[config.mk]
export PLATFORM = sky130hd
export DESIGN_NAME = pipeline_ctrl
export DESIGN_NICKNAME = d
export VERILOG_FILES = /design/src/rtl/pipeline_ctrl.sv
export SDC_FILE = /design/constraint.sdc
export NUM_CORES = 1
export LEC_CHECK = 0
export CELL_PAD_IN_SITES_DETAIL_PLACEMENT = 1
export CELL_PAD_IN_SITES_GLOBAL_PLACEMENT = 2
export CORE_UTILIZATION = 20
export CTS_BUF_LIST = sky130_fd_sc_hd__clkbuf_16
export CTS_CLUSTER_DIAMETER = 150
export DETAILED_ROUTE_END_ITERATION = 7
export GPL_ROUTABILITY_DRIVEN = 0
export HOLD_SLACK_MARGIN = 0.05
export PLACE_DENSITY = 0.73
export SLEW_MARGIN = 30
export SYNTH_ARGS = -nofsm -noshare
export SYNTH_HDL_FRONTEND = slang
export SYNTH_SLANG_ARGS = --single-unit
[constraint.sdc]
create_clock -name clk -period 1.9 [get_ports clk]
set_clock_uncertainty 0.15 [all_clocks]
set_input_delay 0.57 -clock clk [delete_from_list [all_inputs] [get_ports clk]]
set_output_delay 0.57 -clock clk [all_outputs]
set_load 0.005 [all_outputs]
[src/rtl/pipeline_ctrl.sv]
// Stall/flush sequencer for the 5-stage core: hazard priority, LSU wait and post-trap flush window.
// Optional performance counters are enabled by defining PIPE_CTRL_PERF_EN.
module pipeline_ctrl #(
    parameter int unsigned TRAP_FLUSH_CYCLES = 1,
    parameter int unsigned PERF_WIDTH        = 32
) (
    input  logic       clk,
    input  logic       rst,
    input  logic       hdu_load_stall,
    input  logic       ex_redirect,
    input  logic       mem_trap,
    input  logic       mem_mret,
    input  logic       lsu_busy,
    output logic       if_stall,
    output logic       id_stall,
    output logic       id_flush,
    output logic       ex_stall,
    output logic       ex_flush,
    output logic       mem_stall,
    output logic       mem_flush,
    output logic       if_flush,
    output logic [1:0] pc_sel,
    output logic       trap_taken
`ifdef PIPE_CTRL_PERF_EN
    ,
    output logic [PERF_WIDTH-1:0] perf_stall_cycles,
    output logic [PERF_WIDTH-1:0] perf_flush_events,
    output logic [PERF_WIDTH-1:0] perf_trap_events
`endif
);

    typedef enum logic [1:0] {
        RUN,
        LSU_WAIT,
        TRAP_FLUSH
    } state_t;

    localparam logic [3:0] FLUSH_INIT = 4'(TRAP_FLUSH_CYCLES);

    if (TRAP_FLUSH_CYCLES > 15 || PERF_WIDTH == 0) begin : g_bad_params
        $error("pipeline_ctrl: parameter out of range");
    end

    state_t     r_state;
    state_t     w_state_eff;
    state_t     w_next_state;
    logic [3:0] r_cnt;
    logic [3:0] w_next_cnt;

    // While rst is high the stored state is ignored so only live inputs reach the outputs.
    assign w_state_eff = rst ? RUN : r_state;

    always_comb begin
        if_stall     = 1'b0;
        id_stall     = 1'b0;
        id_flush     = 1'b0;
        ex_stall     = 1'b0;
        ex_flush     = 1'b0;
        mem_stall    = 1'b0;
        mem_flush    = 1'b0;
        if_flush     = 1'b0;
        pc_sel       = 2'd0;
        trap_taken   = 1'b0;
        w_next_state = RUN;
        w_next_cnt   = r_cnt;

        case (w_state_eff)
            TRAP_FLUSH: begin
                id_flush = 1'b1;
                ex_flush = 1'b1;
                if (r_cnt <= 4'd1) begin
                    w_next_state = RUN;
                    w_next_cnt   = '0;
                end else begin
                    w_next_state = TRAP_FLUSH;
                    w_next_cnt   = r_cnt - 4'd1;
                end
            end
            // LSU_WAIT shares RUN's priority: a busy cycle repeats the stall, release re-evaluates.
            default: begin
                if (mem_trap || mem_mret) begin
                    if_flush   = 1'b1;
                    id_flush   = 1'b1;
                    ex_flush   = 1'b1;
                    mem_flush  = 1'b1;
                    trap_taken = 1'b1;
                    pc_sel     = mem_trap ? 2'd2 : 2'd3;
                    if (FLUSH_INIT != 4'd0) begin
                        w_next_state = TRAP_FLUSH;
                        w_next_cnt   = FLUSH_INIT;
                    end else begin
                        w_next_cnt   = '0;
                    end
                end else if (lsu_busy) begin
                    if_stall     = 1'b1;
                    id_stall     = 1'b1;
                    ex_stall     = 1'b1;
                    mem_stall    = 1'b1;
                    mem_flush    = 1'b1;
                    w_next_state = LSU_WAIT;
                end else if (ex_redirect) begin
                    if_flush = 1'b1;
                    id_flush = 1'b1;
                    pc_sel   = 2'd1;
                end else if (hdu_load_stall) begin
                    if_stall = 1'b1;
                    id_stall = 1'b1;
                    id_flush = 1'b1;
                end
            end
        endcase
    end

    always_ff @(posedge clk) begin
        if (rst) begin
            r_state <= RUN;
            r_cnt   <= '0;
        end else begin
            r_state <= w_next_state;
            r_cnt   <= w_next_cnt;
        end
    end

`ifdef PIPE_CTRL_PERF_EN
    logic [PERF_WIDTH-1:0] r_perf_stall;
    logic [PERF_WIDTH-1:0] r_perf_flush;
    logic [PERF_WIDTH-1:0] r_perf_trap;

    // Saturating event counters; only reset clears them.
    always_ff @(posedge clk) begin
        if (rst) begin
            r_perf_stall <= '0;
            r_perf_flush <= '0;
            r_perf_trap  <= '0;
        end else begin
            if (if_stall && r_perf_stall != '1)
                r_perf_stall <= r_perf_stall + PERF_WIDTH'(1);
            if (if_flush && r_perf_flush != '1)
                r_perf_flush <= r_perf_flush + PERF_WIDTH'(1);
            if (trap_taken && r_perf_trap != '1)
                r_perf_trap <= r_perf_trap + PERF_WIDTH'(1);
        end
    end

    assign perf_stall_cycles = r_perf_stall;
    assign perf_flush_events = r_perf_flush;
    assign perf_trap_events  = r_perf_trap;
`endif

endmodule

Yosys cells after proc, flatten, opt, wreduce, memory -nomap -nowiden
Cells that the tools add are included.

Flip-flop bits (word level): 6. Bits in latches: 0. Bits in writable memories: 0. Bits in read-only memories: 0. Bits of input ports: 7. Output and inout port bits: 11. Memories kept: 0.

Add/subtract/negate cells: 1. $mul: 0. Div/mod/pow operators: 0. $lt $le $gt $ge: 1. Equal/unequal tests: 1. Shift-type cells: 0. Muxes and demuxes: 34. Bitwise gates (word level): 0. Reductions and logical operators: 2.

Operator list (number): $mux W1 (25); $mux W2 (6); $mux W4 (3); $le A4 B1 Y1 const B (1); $sub A4 B1 Y4 const B (1); $eq A2 B2 Y1 const B (1); $reduce_bool A2 Y1 (1); $logic_or A1 B1 Y1 (1).

Logic depth before layout (Yosys ltp)
Gate-level depths: netlist (run 1).

Depth after elaboration: 5. Mapped depth: 5.

Worst setup path after synthesis (run 1)
OpenSTA, ideal clock, no wires.

Path kind: input to output. Start point: input mem_trap. End point: output if_stall. Data arrival time: 1.323 ns. Path slack: -0.143 ns. Stages: 4. Path through: nor2_1 > nand2b_1 > a21oi_1 > buf_4.

Word-level cells in the longest chain between the ends: 3.

RTL lines: start, declared (RTL line 11) `input logic mem_trap,`; $logic_or A1 B1 Y1 (RTL line 81) `if (mem_trap || mem_mret) begin`; $mux W1 (2 in series); end, declared (RTL line 14) `output logic if_stall,`.

Every way passes these cells.

Worst setup path after layout (run 1)
Start point: input rst. End point: output id_flush.

Word-level cells in the longest chain between the ends: 3.

RTL lines: start, declared (RTL line 8) `input logic rst,`; $mux W2 (RTL line 51) `assign w_state_eff = rst ? RUN : r_state;`; $eq A2 B2 Y1 (RTL line 67) `case (w_state_eff)`; $mux W1 (RTL line 67); end, declared (RTL line 16) `output logic id_flush,`.

Every way passes these cells.

==> flow_metrics.env, run 1 <==
export IMPL_dp_hpwl_um=939
export IMPL_max_freq_mhz=484
export IMPL_drive_gt1_share_pct=51.3
export IMPL_cp_arrival_ns=1.35
export IMPL_cts_tree="yes"
export IMPL_violations="setup timing"
export IMPL_maxSlewHeadroom_pct=73.4
export IMPL_cts_htree_levels=1
export IMPL_synth_top_area_share_pct=31.3
export IMPL_syn_area_per_cell_um2=8.54
export IMPL_period_needed_ns=2.07
export IMPL_status="complete, but fails checks"
export IMPL_final_cells=103
export IMPL_ys_warn_count=0
export IMPL_p_leak_nw=0.351
export IMPL_port_buffer_count=17
export IMPL_cp_max_fo=3
export IMPL_synth_cell_types=20
export IMPL_vias=453
export IMPL_synth_cells=45
export IMPL_grt_pass1_wl_um=2040
export IMPL_cts_sink_count=6
export IMPL_drv_slew=0
export IMPL_die_height_um=45.8
export IMPL_worst_pin_slew_ns=0.396
export IMPL_netlist_top_cells_area="dfxtp_1, buf_4, a21oi_1"
export IMPL_post_route_drc_count=0
export IMPL_yosysSeqAreaShare_pct=31.3
export IMPL_crit_required_ns=1.18
export IMPL_synth_main_ff_cell="dfxtp_1"
export IMPL_ios=18
export IMPL_hp_class="flop to flop"
export IMPL_vias_per_cell=4.40
export IMPL_setup_viol=11
export IMPL_clock_path_buffers=2
export IMPL_path_clk_slew_ns=0.03
export IMPL_std_cell_rows=15
export IMPL_synthArstFlopShare_pct=0
export IMPL_cts_hold_buffers_added=0
export IMPL_firstDrtPassIters=1
export IMPL_routedWlPerCell_um=12.6
export IMPL_area_growth_syn_to_layout_pct=99.0
export IMPL_yosysMostFrequentCell="dfxtp_1"
export IMPL_final_cell_area_um2=764
export IMPL_synth_edff_count=0
export IMPL_synth_area_leader_cell="dfxtp_1"
export IMPL_syn_num_nets=54
export IMPL_die_w_um=45.8
export IMPL_postPlaceCellArea_um2=644
export IMPL_routed_wl_um=1300
export IMPL_ys_ff_latch=6
export IMPL_root_buffer="clkbuf_16"
export IMPL_rsz0062_at_grt="yes"
export IMPL_initial_core_util_pct=21.8
export IMPL_diodes=0
export IMPL_start_kind="input pin"
export IMPL_clock_latency_ns=0.23
export IMPL_nNetsFinal=89
export IMPL_grt_max_degree=7
export IMPL_dp_cells=92
export IMPL_whs_ns=0.361
export IMPL_hold_viol=0
export IMPL_grt_usage_pct=14.3
export IMPL_first_iter_violations=0
export IMPL_ant_nets=0
export IMPL_fillCellCount=217
export IMPL_antenna_found_initial=0
export IMPL_cts_made_buffers=3
export IMPL_critPathCaptureType="output port"
export IMPL_synth_common_cells="dfxtp_1, a21oi_1, nor2_1"
export IMPL_powerDensity_nw_per_um2=800
export IMPL_syn_cell_area_um2=384
export IMPL_grt_pass1_vias=459
export IMPL_crit_type="input pin to output port"
export IMPL_core_um2=1760
export IMPL_post_route_period_util_pct=109
export IMPL_maxCapViolations=0
export IMPL_finalWorstSetupSlack_ns=-0.165
export IMPL_vdd_ir_drop_max_mv=0.622
export IMPL_dieArea_um2=2100
export IMPL_grt_ovfl_total=0
## stage by stage
stage	utilization, %	setup TNS, ns	power, mW	worst slack, ns
floorplan	-	-0.00340	0.196	-0.00340
global placement	36.5	-9.67	0.264	-0.835
detailed placement	36.5	-9.85	0.266	-0.862
CTS	42.5	-1.20	0.613	-0.165
global route	43.3	-1.77	0.643	-0.225
finish	43.3	-1.15	0.612	-0.165
## cells in the final DEF (no fill, tap or decap), types with 2 or more instances in the layout
cell and n:
buf_4 14, buf_2 8, dfxtp_1 6, dlygate4sd2_1 5, buf_6 5, a21oi_1 4, nor3_1 3, nor2_1 3
clkbuf_16 3, nor2_4 2, inv_1 2, nand2b_1 2, mux2i_1 2, o31ai_1 2, ha_1 2
## timing repair
item | CTS | global route
endpoints found under the hold margin | 0 | 0
buffers inserted | 7 | 1
pin swaps | 4 | 2
setup endpoints to repair | 12 | 11
gates resized for setup | 62 | 2
## worst max-delay path: stages
cell and delay [ns]:
buf_8 0.10, nor3b_4 0.17, nand2b_4 0.16, buf_6 0.11, o21bai_1 0.10, buf_2 0.13
## kinds of logic (layout without fill, tap and decap cells)
logic type,count (synthesis),after routing,share of synthesized area (%)
multiplexers,3,3,8.14
AO/OA/AOI/OAI,12,12,21.2
buffers and inverters,7,40,10.7
adder cells (fa/ha/maj),2,2,6.51
AND/OR/NAND/NOR,15,15,22.1
flip-flops,6,6,31.3
## registers in the layout (all words and copies together), names as in the netlist
name     flops
r_state      2
r_cnt        4
## layout make-up
class                           instances  area (um2)  share of cell area, %
Timing Repair Buffer                   34         272                   35.5
Multi-Input combinational cell         32         255                   33.4
Sequential cell                         6         120                   15.7
Clock buffer                            3        75.1                   9.82
Tap cell                               25        31.3                   4.09
Inverter                                3        11.3                   1.47
## path summary, 6_finish.rpt
path / from / end / slack (ns) / cells past startpoint
max: rst / id_flush / -0.17 / 6
max reg2reg: r_state[1] / r_cnt[1] / 0.34 / 7
min reg2reg: r_cnt[3] / r_cnt[3] / 0.36 / 1
min: r_cnt[3] / r_cnt[3] / 0.36 / 1
## per-layer routing
layer  GRT usage (%)  vias to the layer above  part of all wire, %
met2            24.9                       20                   49
met3            3.57                        2                  8.5
li1                -                      226                    -
met5               0                        -                    0
met4            8.82                        0                  2.2
met1            15.4                      205                   40
## where the power goes
group	switching, mW	total [mW]	internal (mW)
sequential	0.00452	0.138	0.134
clock	0.0715	0.342	0.270
combinational	0.0558	0.132	0.0761
No activity file was read; power rests on OpenSTA's default activity.
==> run 2, diff against run 1 <==
--- a/config.mk
+++ b/config.mk
@@ -5,15 +5,16 @@
 export SDC_FILE = /design/constraint.sdc
 export NUM_CORES = 1
 export LEC_CHECK = 0
-export CELL_PAD_IN_SITES_DETAIL_PLACEMENT = 1
+export ABC_AREA = 1
+export CELL_PAD_IN_SITES_DETAIL_PLACEMENT = 2
 export CELL_PAD_IN_SITES_GLOBAL_PLACEMENT = 2
-export CORE_UTILIZATION = 20
+export CORE_UTILIZATION = 19
 export CTS_BUF_LIST = sky130_fd_sc_hd__clkbuf_16
 export CTS_CLUSTER_DIAMETER = 150
 export DETAILED_ROUTE_END_ITERATION = 7
 export GPL_ROUTABILITY_DRIVEN = 0
 export HOLD_SLACK_MARGIN = 0.05
-export PLACE_DENSITY = 0.73
+export PLACE_DENSITY = 0.75
 export SLEW_MARGIN = 30
 export SYNTH_ARGS = -nofsm -noshare
 export SYNTH_HDL_FRONTEND = slang
==> run 2 against run 1 <==
Effect of this change:
- the run still ends with setup timing left
- fmax is 3.1% higher
- clock-buffer cell count stayed put
- sequential power is 6% higher
- sequential share of layout area is 1.1 points lower
- global-route usage is 1.7 points higher
- first-iteration DRC count is 1 higher
- area after synthesis is 2.3% higher
- critical path depth is 1 higher
- utilization is 0.92 points lower
- synthesized cell count is 33% higher
- largest cell class is now multi-input combinational cells
- non-clock buffer count is 2 lower
- hold slack hardly changed
==> flow_metrics.env, run 2 <==
export IMPL_hold_viol=0
export IMPL_fin_util_pct=42.4
export IMPL_std_cell_rows=16
export IMPL_synth_main_ff_cell="dfxtp_1"
export IMPL_grt_pass1_vias=534
export IMPL_rsz0062_at_grt="yes"
export IMPL_root_buffer="clkbuf_16"
export IMPL_synth_common_cells="inv_1, nand2_1, nor2_1"
export IMPL_path_cells="buf_6 -> inv_2 -> nand2_4 -> a21oi_4 -> or2_1 -> nor2_1 -> buf_2"
export IMPL_yosysSeqAreaShare_pct=30.6
export IMPL_largest_register="r_cnt"
export IMPL_core_um2=1960
export IMPL_hp_class="flop to flop"
export IMPL_yosysMostFrequentCell="inv_1"
export IMPL_largest_reg_flops=4
export IMPL_ios=18
export IMPL_syn_num_nets=69
export IMPL_critPathCaptureType="output port"
export IMPL_maxCapViolations=0
export IMPL_worst_path_buf_inv=3
export IMPL_grt_max_degree=6
export IMPL_cp_max_fo=2
export IMPL_maxSlewHeadroom_pct=83.5
export IMPL_synth_cells=60
export IMPL_vias_per_cell=4.28
export IMPL_cts_tree="yes"
export IMPL_nNetsFinal=103
export IMPL_synth_edff_count=0
export IMPL_grt_ovfl_total=0
export IMPL_post_route_period_util_pct=105
export IMPL_drive_gt1_share_pct=58.7
export IMPL_grt_usage_pct=16.0
export IMPL_period_needed_ns=2.00
export IMPL_finalWorstSetupSlack_ns=-0.103
export IMPL_vdd_ir_drop_max_mv=0.488
export IMPL_diodes=0
export IMPL_final_cell_area_um2=832
export IMPL_worst_pin_slew_ns=0.246
export IMPL_cts_sink_count=6
export IMPL_powerDensity_nw_per_um2=789
export IMPL_crit_required_ns=1.18
export IMPL_status="complete, but fails checks"
export IMPL_p_leak_nw=0.406
export IMPL_vias=509
export IMPL_synth_top_area_share_pct=30.6
export IMPL_area_growth_syn_to_layout_pct=112
export IMPL_cp_arrival_ns=1.28
export IMPL_netlist_top_cells_area="dfxtp_1, inv_1, nand2_1"
export IMPL_cpPeakStageDelay_ns=0.24
export IMPL_synth_area_leader_cell="dfxtp_1"
export IMPL_die_height_um=47.5
export IMPL_critPathTopFamily="simple AND/OR/NAND/NOR gates"
export IMPL_synthArstFlopShare_pct=0
export IMPL_routed_wl_um=1720
export IMPL_routedWlPerCell_um=14.5
export IMPL_ys_warn_count=0
export IMPL_violations="setup timing"
export IMPL_drv_slew=0
export IMPL_cts_htree_levels=1
export IMPL_postPlaceCellArea_um2=649
export IMPL_synth_cell_types=16
export IMPL_die_w_um=47.5
export IMPL_layout_commonest_cell="buf_6"
export IMPL_firstDrtPassIters=2
export IMPL_clock_latency_ns=0.23
export IMPL_post_route_drc_count=0
export IMPL_setup_viol=9
export IMPL_max_freq_mhz=499
export IMPL_antenna_found_initial=0
export IMPL_port_buffer_count=17
export IMPL_reg_top3="r_cnt x4, r_state x2"
export IMPL_final_cell_mix="buf_6, inv_1, buf_4"
export IMPL_syn_area_per_cell_um2=6.55
export IMPL_clock_path_buffers=2
export IMPL_dp_hpwl_um=1000
export IMPL_fillCellCount=233
export IMPL_setup_tns_ns=-0.557
export IMPL_crit_type="input pin to output port"
export IMPL_syn_cell_area_um2=393
export IMPL_slowest_stage="or2_1"
export IMPL_ant_nets=0
export IMPL_initial_core_util_pct=20.0
export IMPL_ys_ff_latch=6
export IMPL_first_iter_violations=1
export IMPL_grt_pass1_wl_um=2370
export IMPL_cts_made_buffers=3
export IMPL_path_clk_slew_ns=0.03
export IMPL_start_kind="input pin"
export IMPL_dieArea_um2=2250
[run 2: layout make-up]
cell class / count / area (um2) / area share, %
clock buffers: 3 / 75.1 / 9.02
inverters: 13 / 51.3 / 6.17
multi-input cells: 38 / 287 / 34.4
flip-flops and latches: 6 / 121 / 14.6
well taps: 27 / 33.8 / 4.06
repair buffers: 32 / 264 / 31.7
[run 2: timing repair]
action                                  CTS  global route
buffers inserted                          4             1
resized for setup                        94            14
hold buffers                              0             0
pin swaps                                11             7
endpoints found under the setup margin   11             9
[run 2: report_power, final]
| part | internal, mW | switching (mW) |
|---|---|---|
| sequential | 0.136 | 0.00993 |
| clock | 0.270 | 0.0728 |
| combinational | 0.0856 | 0.0820 |
[run 2: worst paths after layout]
path,from,end,slack (ns),cells past startpoint
min reg2reg,r_cnt[2],r_cnt[2],0.36,2
min,r_cnt[2],r_cnt[2],0.36,2
max reg2reg,r_cnt[0],r_cnt[3],0.48,9
max,mem_mret,pc_sel[0],-0.10,7
[run 2: stage by stage]
stage	hold WS, ns	std cells	power [mW]	setup WS (ns)
6_report	0.362	119	0.657	-0.103
5_1_grt	0.407	119	0.688	-0.123
2_1_floorplan	0.325	60	0.206	0.102
4_1_cts	0.366	118	0.644	-0.111
3_5_place_dp	0.359	111	0.280	-0.896
3_3_place_gp	0.350	111	0.276	-0.852
[run 2: kinds of logic after synthesis]
kind of cell,synth area share [%]
AO/OA/AOI/OAI,13.4
XOR/XNOR,2.23
flip-flops,30.6
AND/OR/NAND/NOR,29.3
adder cells (fa/ha/maj),6.37
buffers and inverters,18.2
[run 2: worst min-delay path: cells and delay by family (launching register included)]
family                 cells  cell delay, ns
flip-flops                 1            0.33
buffers and inverters      1            0.06
AO/OA/AOI/OAI              1            0.07
[run 2: per-layer routing]
layer / vias up / global-route usage (%) / part of all wire (%)
met3: 2 / 3.40 / 3.7
met1: 243 / 14.0 / 34
met5: - / 0 / 0
met4: 0 / 10.9 / 0.93
met2: 14 / 31.8 / 62
li1: 250 / - / -
